**src/rtl/rfphoenix_dcache_fill_ctrl_if.sv**
```systemverilog
`default_nettype none
// +--------------------------------------------------------------------------+
// | rfphoenix_dcache_fill_ctrl_if                                            |
// | Miss request, bus read burst and cache array write signals of the filler |
// | Rev 1.0                                                                  |
// +--------------------------------------------------------------------------+
interface rfphoenix_dcache_fill_ctrl_if #(
    parameter int AW    = 32,
    parameter int DW    = 64,
    parameter int BEATS = 8
) ();
    logic                  req_i;
    logic [AW-1:0]         adr_i;
    logic                  busy_o;
    logic                  done_o;
    logic                  err_o;

    logic                  cyc_o;
    logic                  stb_o;
    logic [AW-1:0]         adr_o;
    logic                  ack_i;
    logic                  err_i;
    logic [DW-1:0]         dat_i;

    logic                  wr_o;
    logic [1:0]            wway_o;
    logic [AW-1:0]         wadr_o;
    logic [BEATS*DW-1:0]   line_o;

    // Fill controller side
    modport master (
        input  req_i, adr_i, ack_i, err_i, dat_i,
        output busy_o, done_o, err_o, cyc_o, stb_o, adr_o,
               wr_o, wway_o, wadr_o, line_o
    );

    // Requester / bus / cache array side
    modport slave (
        output req_i, adr_i, ack_i, err_i, dat_i,
        input  busy_o, done_o, err_o, cyc_o, stb_o, adr_o,
               wr_o, wway_o, wadr_o, line_o
    );
endinterface
`default_nettype wire

```
**src/rtl/rfphoenix_dcache_fill_ctrl.sv**
```systemverilog
`default_nettype none
// +--------------------------------------------------------------------------+
// | rfphoenix_dcache_fill_ctrl                                               |
// | Data-cache line fill sequencer: LFSR victim pick, burst read, array write|
// | Rev 1.0                                                                  |
// +--------------------------------------------------------------------------+
module rfphoenix_dcache_fill_ctrl #(
    parameter int AW    = 32,
    parameter int DW    = 64,
    parameter int BEATS = 8,
    parameter int TMO   = 255
) (
    input  logic                        clk,
    input  logic                        rst,
    rfphoenix_dcache_fill_ctrl_if.master bus
);
    localparam int              LINE_BYTES = BEATS * DW / 8;
    localparam int              BEAT_BYTES = DW / 8;
    localparam int              BW         = (BEATS > 1) ? $clog2(BEATS) : 1;
    localparam int              TW         = $clog2(TMO + 1);
    localparam logic [AW-1:0]   LINE_MASK  = ~AW'(LINE_BYTES - 1);
    localparam logic [AW-1:0]   BEAT_STEP  = AW'(BEAT_BYTES);
    localparam logic [BW-1:0]   LAST_BEAT  = BW'(BEATS - 1);
    localparam logic [TW-1:0]   TMO_LAST   = TW'(TMO - 1);
    localparam logic [15:0]     LFSR_SEED  = 16'hACE1;

    typedef enum logic [1:0] {
        S_IDLE  = 2'd0,
        S_BURST = 2'd1,
        S_WRITE = 2'd2,
        S_ERR   = 2'd3
    } state_t;

    state_t                 state;
    logic [15:0]            lfsr;
    logic                   lfsr_fb;
    logic [BW-1:0]          beat;
    logic [TW-1:0]          tmo_cnt;

    logic                   busy;
    logic                   done;
    logic                   fail;
    logic                   cyc;
    logic                   stb;
    logic [AW-1:0]          adr;
    logic                   wr;
    logic [1:0]             wway;
    logic [AW-1:0]          wadr;
    logic [BEATS*DW-1:0]    line;
    logic [AW-1:0]          line_base;

    assign lfsr_fb   = lfsr[15] ^ lfsr[13] ^ lfsr[12] ^ lfsr[10];
    assign line_base = bus.adr_i & LINE_MASK;

    always_ff @(posedge clk or negedge rst) begin
        if (!rst) begin
            state   <= S_IDLE;
            lfsr    <= LFSR_SEED;
            beat    <= '0;
            tmo_cnt <= '0;
            busy    <= 1'b0;
            done    <= 1'b0;
            fail    <= 1'b0;
            cyc     <= 1'b0;
            stb     <= 1'b0;
            adr     <= '0;
            wr      <= 1'b0;
            wway    <= 2'd0;
            wadr    <= '0;
            line    <= '0;
        end else begin
            lfsr <= {lfsr[14:0], lfsr_fb};
            done <= 1'b0;
            fail <= 1'b0;
            wr   <= 1'b0;

            case (state)
                S_IDLE: begin
                    if (bus.req_i) begin
                        // Victim way comes from the pre-shift LFSR value of this edge
                        wway    <= lfsr[1:0];
                        wadr    <= line_base;
                        adr     <= line_base;
                        beat    <= '0;
                        tmo_cnt <= '0;
                        cyc     <= 1'b1;
                        stb     <= 1'b1;
                        busy    <= 1'b1;
                        state   <= S_BURST;
                    end
                end

                S_BURST: begin
                    if (bus.err_i) begin
                        cyc   <= 1'b0;
                        stb   <= 1'b0;
                        done  <= 1'b1;
                        fail  <= 1'b1;
                        state <= S_ERR;
                    end else if (bus.ack_i) begin
                        line[32'(beat) * DW +: DW] <= bus.dat_i;
                        tmo_cnt <= '0;
                        if (beat == LAST_BEAT) begin
                            cyc   <= 1'b0;
                            stb   <= 1'b0;
                            wr    <= 1'b1;
                            done  <= 1'b1;
                            state <= S_WRITE;
                        end else begin
                            beat <= beat + 1'b1;
                            adr  <= adr + BEAT_STEP;
                        end
                    end else if (tmo_cnt == TMO_LAST) begin
                        cyc   <= 1'b0;
                        stb   <= 1'b0;
                        done  <= 1'b1;
                        fail  <= 1'b1;
                        state <= S_ERR;
                    end else begin
                        tmo_cnt <= tmo_cnt + 1'b1;
                    end
                end

                S_WRITE, S_ERR: begin
                    busy  <= 1'b0;
                    state <= S_IDLE;
                end

                default: begin
                    busy  <= 1'b0;
                    cyc   <= 1'b0;
                    stb   <= 1'b0;
                    state <= S_IDLE;
                end
            endcase
        end
    end

    assign bus.busy_o = busy;
    assign bus.done_o = done;
    assign bus.err_o  = fail;
    assign bus.cyc_o  = cyc;
    assign bus.stb_o  = stb;
    assign bus.adr_o  = adr;
    assign bus.wr_o   = wr;
    assign bus.wway_o = wway;
    assign bus.wadr_o = wadr;
    assign bus.line_o = line;

endmodule
`default_nettype wire
```
**src/flat_wrapper.sv**
```systemverilog
// flat-port wrapper written by rule: the top's interface ports become plain ports
module rfphoenix_dcache_fill_ctrl_flat 
#(
    parameter int AW    = 32,
    parameter int DW    = 64,
    parameter int BEATS = 8,
    parameter int TMO   = 255
)
  (clk, rst, bus_req_i, bus_adr_i, bus_ack_i, bus_err_i, bus_dat_i, bus_busy_o, bus_done_o, bus_err_o, bus_cyc_o, bus_stb_o, bus_adr_o, bus_wr_o, bus_wway_o, bus_wadr_o, bus_line_o);
  rfphoenix_dcache_fill_ctrl_if #(.AW(AW), .DW(DW), .BEATS(BEATS)) bus_i ();
  input  logic clk;
  input  logic rst;
  input wire logic [$bits(bus_i.req_i)-1:0] bus_req_i;
  input wire logic [$bits(bus_i.adr_i)-1:0] bus_adr_i;
  input wire logic [$bits(bus_i.ack_i)-1:0] bus_ack_i;
  input wire logic [$bits(bus_i.err_i)-1:0] bus_err_i;
  input wire logic [$bits(bus_i.dat_i)-1:0] bus_dat_i;
  output wire logic [$bits(bus_i.busy_o)-1:0] bus_busy_o;
  output wire logic [$bits(bus_i.done_o)-1:0] bus_done_o;
  output wire logic [$bits(bus_i.err_o)-1:0] bus_err_o;
  output wire logic [$bits(bus_i.cyc_o)-1:0] bus_cyc_o;
  output wire logic [$bits(bus_i.stb_o)-1:0] bus_stb_o;
  output wire logic [$bits(bus_i.adr_o)-1:0] bus_adr_o;
  output wire logic [$bits(bus_i.wr_o)-1:0] bus_wr_o;
  output wire logic [$bits(bus_i.wway_o)-1:0] bus_wway_o;
  output wire logic [$bits(bus_i.wadr_o)-1:0] bus_wadr_o;
  output wire logic [$bits(bus_i.line_o)-1:0] bus_line_o;
  assign bus_i.req_i = bus_req_i;
  assign bus_i.adr_i = bus_adr_i;
  assign bus_i.ack_i = bus_ack_i;
  assign bus_i.err_i = bus_err_i;
  assign bus_i.dat_i = bus_dat_i;
  assign bus_busy_o = bus_i.busy_o;
  assign bus_done_o = bus_i.done_o;
  assign bus_err_o = bus_i.err_o;
  assign bus_cyc_o = bus_i.cyc_o;
  assign bus_stb_o = bus_i.stb_o;
  assign bus_adr_o = bus_i.adr_o;
  assign bus_wr_o = bus_i.wr_o;
  assign bus_wway_o = bus_i.wway_o;
  assign bus_wadr_o = bus_i.wadr_o;
  assign bus_line_o = bus_i.line_o;
  rfphoenix_dcache_fill_ctrl #(.AW(AW), .DW(DW), .BEATS(BEATS), .TMO(TMO)) u_core (.clk(clk), .rst(rst), .bus(bus_i));
endmodule
```
**config.mk**
```make
export PLATFORM = sky130hd
export DESIGN_NAME = rfphoenix_dcache_fill_ctrl_flat
export DESIGN_NICKNAME = d
export VERILOG_FILES = /design/src/rtl/rfphoenix_dcache_fill_ctrl_if.sv /design/src/rtl/rfphoenix_dcache_fill_ctrl.sv /design/src/flat_wrapper.sv
export SDC_FILE = /design/constraint.sdc
export NUM_CORES = 1
export LEC_CHECK = 0
export ABC_AREA = 1
export ABC_CLOCK_PERIOD_IN_PS = 5200
export CAP_MARGIN = 20
export CORE_AREA = 2 2 265 267
export CTS_CLUSTER_DIAMETER = 80
export CTS_CLUSTER_SIZE = 20
export DETAILED_ROUTE_END_ITERATION = 8
export DIE_AREA = 0 0 267 269
export HOLD_SLACK_MARGIN = 0.02
export SLEW_MARGIN = 20
export SYNTH_ARGS = -nofsm -noshare
export SYNTH_HDL_FRONTEND = slang
export SYNTH_SLANG_ARGS = --single-unit
```
**constraint.sdc**
```tcl
create_clock -name clk -period 5.2 [get_ports clk]
set_input_delay 1.04 -clock clk [delete_from_list [all_inputs] [get_ports clk]]
set_output_delay 1.04 -clock clk [all_outputs]
set_load 0.1 [all_outputs]
```
==> impl_metrics.py, run 1 <==
metrics = {
    "outcome": {
        "status": "completed",
    },
    "timing": {
        "fmax_mhz": 246.6,
        "finalCriticalPeriod_ps": 4055,
        "finalSetupTns_ps": 0,
        "rsz0062_at_grt": "no",
        "slew_violations": 0,
        "timing.final.crit_share_pct": 77.97,
        "max_slew_margin_pct": 19.26,
        "final.setup_skew_ps": 25.48,
        "tightest_slew_ps": 1207,
        "finalSetupViolCount": 0,
        "hold_viol": 0,
    },
    "setup_path": {
        "critPathArrivalTime_ps": 4580,
        "worstPathRequired_ps": 5720,
        "worst-path-buf-inv": 4,
        "cp_slowest_cell": "dfrtp_4",
        "crit_family": "buffers and inverters",
        "crit_path_end_kind": "flop",
        "crit_path_max_fanout": 60,
        "crit_type": "reg2reg",
        "max_stage_delay_ps": 760,
        "path_cells": "inv_2 -> ha_1 -> ha_1 -> nand3_2 -> inv_4 -> buf_4 -> buf_4 -> nand3_1 -> nand2_1",
        "start_kind": "flop",
    },
    "layout": {
        "mostFrequentLayoutCells": "nand2_1 (898), clkdlybuf4s50_1 (668), dfrtp_1 (594)",
        "num-fill-cells": 6696,
        "area_growth_pct": 33.49,
        "drive_above_1_share_pct": 3.735,
        "final_common_cell": "nand2_1",
        "nets": 3627,
    },
    "detailed_routing": {
        "drcViolationCount": 0,
        "postRouteWirelength_um": 94950,
        "antenna_left": 0,
        "num_vias": 22085,
        "drtIter0Drc": 1723,
        "routed_via_density": 4.934,
        "dr.pass1.iters": 5,
        "wire_per_inst_um": 21.21,
    },
    "die": {
        "die_h_um": 269,
        "io_pins": 685,
        "die_x_um": 267,
        "fp-row-count": 97,
        "die_area_um2": 71820,
        "core_area_um2": 69300,
        "initial_utilization_pct": 36.62,
    },
    "synth": {
        "netlist_area_um2": 25380,
        "synth_xor_area_share_pct": 0.2070,
        "synthSimpleGateAreaFrac_pct": 22.21,
        "yosysWarnings": 0,
        "ys_seq_area_share_pct": 59.49,
        "synth_top_area_share_pct": 58.66,
        "synth-compound-area-share_pct": 10.76,
        "netlist_instances": 2964,
        "synthTopCellsByArea": "dfrtp_1 (59%), nand2_1 (13%), o21ai_1 (4.4%), nor2_1 (4.4%), nand3_1 (3.5%)",
        "syn_area_per_cell_um2": 8.563,
        "ys_types": 34,
        "synth_top_family_by_area": "simple AND/OR/NAND/NOR gates",
        "synth_seq_cells": 603,
        "yosys.area.top_type": "dfrtp_1",
        "synth.area.mux_share_pct": 0,
        "synthAdderAreaFrac_pct": 0.3944,
    },
    "power": {
        "power.net_switching_mw": 8.489,
        "combPwrFrac_pct": 47.1,
        "p_leak_nw": 15.99,
        "clockPowerShare_pct": 19.0,
        "p_per_area_nw_per_um2": 491.8,
        "intPower_mw": 8.174,
        "finalPower_mw": 16.66,
        "ir_worst_vdd_mv": 0.4185,
        "switching_share_pct": 50.95,
        "seqPwrFrac_pct": 33.9,
    },
    "placed_design": {
        "gp_congestion": 0.8483,
        "dpl.hpwl_um": 65330,
        "io_buffers": 669,
    },
    "clock_network": {
        "cts_buffers": 38,
        "cts.sinks": 603,
        "root_buffer": "clkbuf_16",
        "clk_latency_ps": 590,
        "cts_resized": 0,
        "cts_setup_buffers": 0,
        "path_clk_slew_ps": 90,
        "cts_hold_buf": 0,
        "htreeDepth": 2,
        "cts_tree": "done",
        "max-clock-path-buffers": 3,
    },
    "grt": {
        "grt_max_degree": 96,
        "grt_overflow_total": 0,
        "antenna_found_initial": 2,
        "grt_pass1_wl_um": 138600,
        "grt_use_total_pct": 25.70,
        "grt_pass1_vias": 20680,
    },
    "hold_path": {
        "hold_class": "reg2reg",
    },
    "run": {
        "cap_violations": 0,
    },
}
==> metal layers <==
metal  global-route usage, %  wire [um]  vias to the layer above
li1                        -          -                    10512
met4                   9.338       3471                        0
met2                   42.19      45550                      782
met1                   32.91      38410                    10646
met3                   6.530       7521                      145
met5                       0          0                        -
==> layout make-up <==
type | instances | area (um^2) | area share, %
timing repair buffer | 706 | 7079 | 20.90
clock buffer | 47 | 1026 | 3.028
sequential | 603 | 15100 | 44.58
inverter | 195 | 734.5 | 2.168
multi-input combinational | 1974 | 8655 | 25.54
tap | 940 | 1176 | 3.471
antenna | 2 | 5.005 | 0.01477
clock inverter | 9 | 101.3 | 0.2991
==> final timing paths <==
check / startpoint / endpoint / slack (ps) / depth (start not counted)
min in group asynchronous: rst / u_core.bus.wadr_o[29] / 440 / 1
setup reg to reg: u_core.beat[0] / u_core.bus.line_o[168] / 1150 / 9
hold reg to reg: u_core.lfsr[3] / u_core.lfsr[4] / 360 / 0
max in group asynchronous: rst / u_core.bus.line_o[95] / 3670 / 2
setup / recovery: u_core.beat[0] / u_core.bus.line_o[168] / 1150 / 9
hold / removal: u_core.lfsr[3] / u_core.lfsr[4] / 360 / 0
==> power groups by stage <==
| stage | clock (mW) | combinational, mW | sequential (mW) |
|---|---|---|---|
| after floorplan | 0 | 2.08 | 9.14 |
| after global placement | 0 | 7.85 | 5.72 |
| after detailed placement | 0 | 7.88 | 5.73 |
| after CTS | 3.24 | 7.89 | 5.65 |
| after global routing | 3.41 | 8.27 | 5.72 |
| final | 3.17 | 7.84 | 5.65 |
==> worst reg2reg max path: cells and delay by family (launching register included) <==
family                   cells  cell delay, ps
adder cells (fa/ha/maj)      2             850
buffers and inverters        4            1890
flip-flops                   1             760
AND/OR/NAND/NOR              3             490
==> cells in the mapped netlist <==
| cell type | count |
|---|---|
| a21o_1 | 1 |
| o22ai_1 | 1 |
| conb_1 | 1 |
| nor3_1 | 1 |
| nor2_2 | 2 |
| a21oi_1 | 152 |
| xor2_1 | 4 |
| nand3_1 | 176 |
| ha_1 | 8 |
| xnor2_1 | 2 |
| or2_2 | 1 |
| inv_2 | 10 |
| dfstp_2 | 8 |
| a31o_2 | 1 |
| nor2_4 | 5 |
| buf_2 | 103 |
| o21bai_1 | 2 |
| buf_4 | 37 |
| o21a_1 | 1 |
| and2_1 | 1 |
| nand3_2 | 2 |
| o211ai_1 | 1 |
| clkbuf_1 | 50 |
| buf_1 | 9 |
| nand2_2 | 3 |
| buf_6 | 1 |
| nor3_2 | 1 |
| nand4_1 | 21 |
| inv_1 | 185 |
| o21ai_1 | 224 |
| nor2_1 | 295 |
| dfrtp_1 | 595 |
| nand2_1 | 901 |
| o21ai_0 | 159 |
==> through the flow <==
step,cells,utilization (%),hold WS [ps],setup WS [ps],area [um^2]
2_1_floorplan,2972,-,331.2,2825,25410
3_3_place_gp,4418,47.25,335.1,1026,32750
3_5_place_dp,4418,47.25,340.2,985.7,32750
4_1_cts,4474,48.88,359.3,1063,33880
5_1_grt,4476,48.89,361.8,887.9,33880
6_report,4476,48.89,357.1,1146,33880
==> cells by family after synthesis <==
logic type	count (synthesis)
buf+inv	395
other cells	1
xor+xnor	6
compound gates	542
fa+ha+maj	8
simple gates	1409
flops	603
==> registers in the layout, summed over array words and instances, names as in the netlist <==
| register | count |
|---|---|
| u_core.bus.line_o | 512 |
| u_core.bus.adr_o | 29 |
| u_core.bus.wadr_o | 26 |
| u_core.lfsr | 16 |
| u_core.tmo_cnt | 8 |
| u_core.beat | 3 |
| u_core.bus.wway_o | 2 |
| u_core.state | 2 |
| u_core.bus.busy_o | 1 |
| u_core.bus.cyc_o | 1 |
| u_core.bus.done_o | 1 |
| u_core.bus.err_o | 1 |
| u_core.bus.wr_o | 1 |
Power figures use the tool's default switching activity.
==> run 2, diff against run 1 <==
- ABC_CLOCK_PERIOD_IN_PS: 5200 -> 3950
- CORE_AREA: 2 2 265 267 -> 2 2 267 269
- DIE_AREA: 0 0 267 269 -> 0 0 269 271
- clock period: 5.2 -> 3.95 ns (I/O delays scaled with it)
==> run 2 against run 1 <==
Critical path depth shrank 8; worst setup slack lost 270 ps; clock-buffer cell count rose by 2; cell count rose by 0.60%; wire length is essentially flat; clock skew is 3.7 ps higher; global-route usage down 0.058 points; sequential share of layout area down 0.45 points; power rose by 33%; critical path type is now reg2out.
==> impl_metrics.py, run 2 (synthesis gave the netlist of run 1 again) <==
metrics = {
    "setup_path": {
        "start_kind": "flop",
        "crit_type": "reg2out",
        "reg2reg_slack_ps": 970,
        "crit_start": "u_core.bus.adr_o[26]",
        "max_stage_delay_ps": 1200,
        "worstPathRequired_ps": 3160,
        "crit_family": "buffers and inverters",
        "r2r-start": "u_core.beat[0]",
        "worst-path-buf-inv": 1,
        "crit_path_end_kind": "output pin",
        "path_cells": "clkdlybuf4s50_1",
        "critPathArrivalTime_ps": 2280,
        "cp_slowest_cell": "clkdlybuf4s50_1",
        "crit_path_max_fanout": 7,
    },
    "detailed_routing": {
        "num_vias": 22092,
        "postRouteWirelength_um": 94920,
        "drtIter0Drc": 1650,
        "dr.pass1.iters": 5,
        "antenna_left": 0,
        "wire_per_inst_um": 21.08,
        "routed_via_density": 4.906,
        "drcViolationCount": 0,
    },
    "timing": {
        "final.setup_skew_ps": 29.17,
        "fmax_mhz": 325.5,
        "rsz0062_at_grt": "no",
        "tightest_slew_ps": 1178,
        "holdWs_ps": 256.1,
        "finalSetupViolCount": 0,
        "fin_ws_ps": 878.1,
        "max_slew_margin_pct": 21.20,
        "timing.final.crit_share_pct": 77.77,
        "slew_violations": 0,
        "finalSetupTns_ps": 0,
        "hold_viol": 0,
        "finalCriticalPeriod_ps": 3072,
    },
    "die": {
        "io_pins": 685,
        "die_area_um2": 72900,
        "core_area_um2": 69790,
        "fp-row-count": 97,
        "die_h_um": 271,
        "die_x_um": 269,
        "initial_utilization_pct": 36.37,
    },
    "clock_network": {
        "cts_setup_buffers": 0,
        "cts_tree": "done",
        "clk_latency_ps": 600,
        "htreeDepth": 2,
        "root_buffer": "clkbuf_16",
        "max-clock-path-buffers": 3,
        "path_clk_slew_ps": 90,
        "cts_hold_buf": 0,
        "cts.sinks": 603,
        "cts_resized": 0,
        "cts_buffers": 41,
    },
    "layout": {
        "final_common_cell": "nand2_1",
        "fin_util_pct": 49.04,
        "mostFrequentLayoutCells": "nand2_1 (898), clkdlybuf4s50_1 (665), dfrtp_1 (594)",
        "stdcell_area_um2": 34220,
        "num-fill-cells": 6728,
        "drive_above_1_share_pct": 4.494,
        "largest_reg_flops": 512,
        "instances_no_fill": 4503,
        "nets": 3649,
        "area_growth_pct": 34.84,
    },
    "grt": {
        "grt_overflow_total": 0,
        "grt_max_degree": 129,
        "grt_pass1_vias": 21083,
        "grt_use_total_pct": 25.64,
        "antenna_found_initial": 3,
        "grt_pass1_wl_um": 140600,
    },
    "placed_design": {
        "dpl_worst_slack_ps": 791.3,
        "dp_cells": 4437,
        "io_buffers": 669,
        "dpl_cell_area_um2": 32990,
        "gp_congestion": 0.8725,
        "dpl.hpwl_um": 66500,
    },
    "hold_path": {
        "hold_class": "in2async",
    },
    "power": {
        "p_leak_nw": 16.18,
        "ir_worst_vdd_mv": 0.4628,
        "p_per_area_nw_per_um2": 647.0,
        "finalPower_mw": 22.14,
    },
    "outcome": {
        "status": "completed",
    },
    "run": {
        "cap_violations": 0,
    },
}
-- run 2: changes by cell type in the layout (fill, tap and decap cells not counted), sizes merged --
| cell | previous run | this run |
|---|---|---|
| clkinv | 2 | 6 |
| inv | 199 | 202 |
| buf | 38 | 60 |
| clkbuf | 47 | 49 |
| clkinvlp | 2 | 1 |
| diode | 2 | 3 |
| bufinv | 1 | 0 |
| clkdlybuf4s50 | 668 | 665 |
-- run 2: per-layer routing --
| layer | up-vias | routed length [um] | GRT usage, % | share of wire, % |
|---|---|---|---|---|
| met4 | 0 | 2729 | 7.573 | 2.9 |
| li1 | 10568 | - | - | - |
| met1 | 10722 | 39160 | 32.95 | 41 |
| met2 | 681 | 46240 | 42.80 | 49 |
| met3 | 121 | 6790 | 6.080 | 7.2 |
| met5 | - | 0 | 0 | 0 |
-- run 2: layout make-up --
class                      instances  area [um^2]  area share, %
clock buffer                      49         1077          3.148
sequential                       603        15100          44.13
timing repair buffer             725         7312          21.37
clock inverter                    14        156.4         0.4570
antenna                            3        7.507        0.02194
tap                              940         1176          3.437
inverter                         195        735.7          2.150
multi-input combinational       1974         8655          25.29
-- run 2: where the power goes --
group	switching (mW)	internal, mW
Sequential	0.524	6.85
Clock	2.35	2.01
Combinational	8.40	2.01
Total	11.3	10.9
-- run 2: worst reg2reg max path, stage by stage (launching register included) --
cell and delay [ps]:
dfrtp_4 490, inv_2 120, ha_1 180, ha_1 390, inv_1 390, nand2_1 190, nor2_2 280, clkinv_2 150
nor2_4 120, buf_12 310, nand3_1 230, nand2_1 90
-- run 2: path summary, 6_finish.rpt --
| kind | end | cells after the start |
|---|---|---|
| hold / removal | u_core.bus.wadr_o[18] | 1 |
| max in group asynchronous | u_core.bus.line_o[16] | 3 |
| min in group clk | u_core.lfsr[10] | 0 |
| setup reg to reg | u_core.bus.line_o[333] | 11 |
| setup / recovery | bus_adr_o[26] | 1 |
| hold reg to reg | u_core.lfsr[10] | 0 |
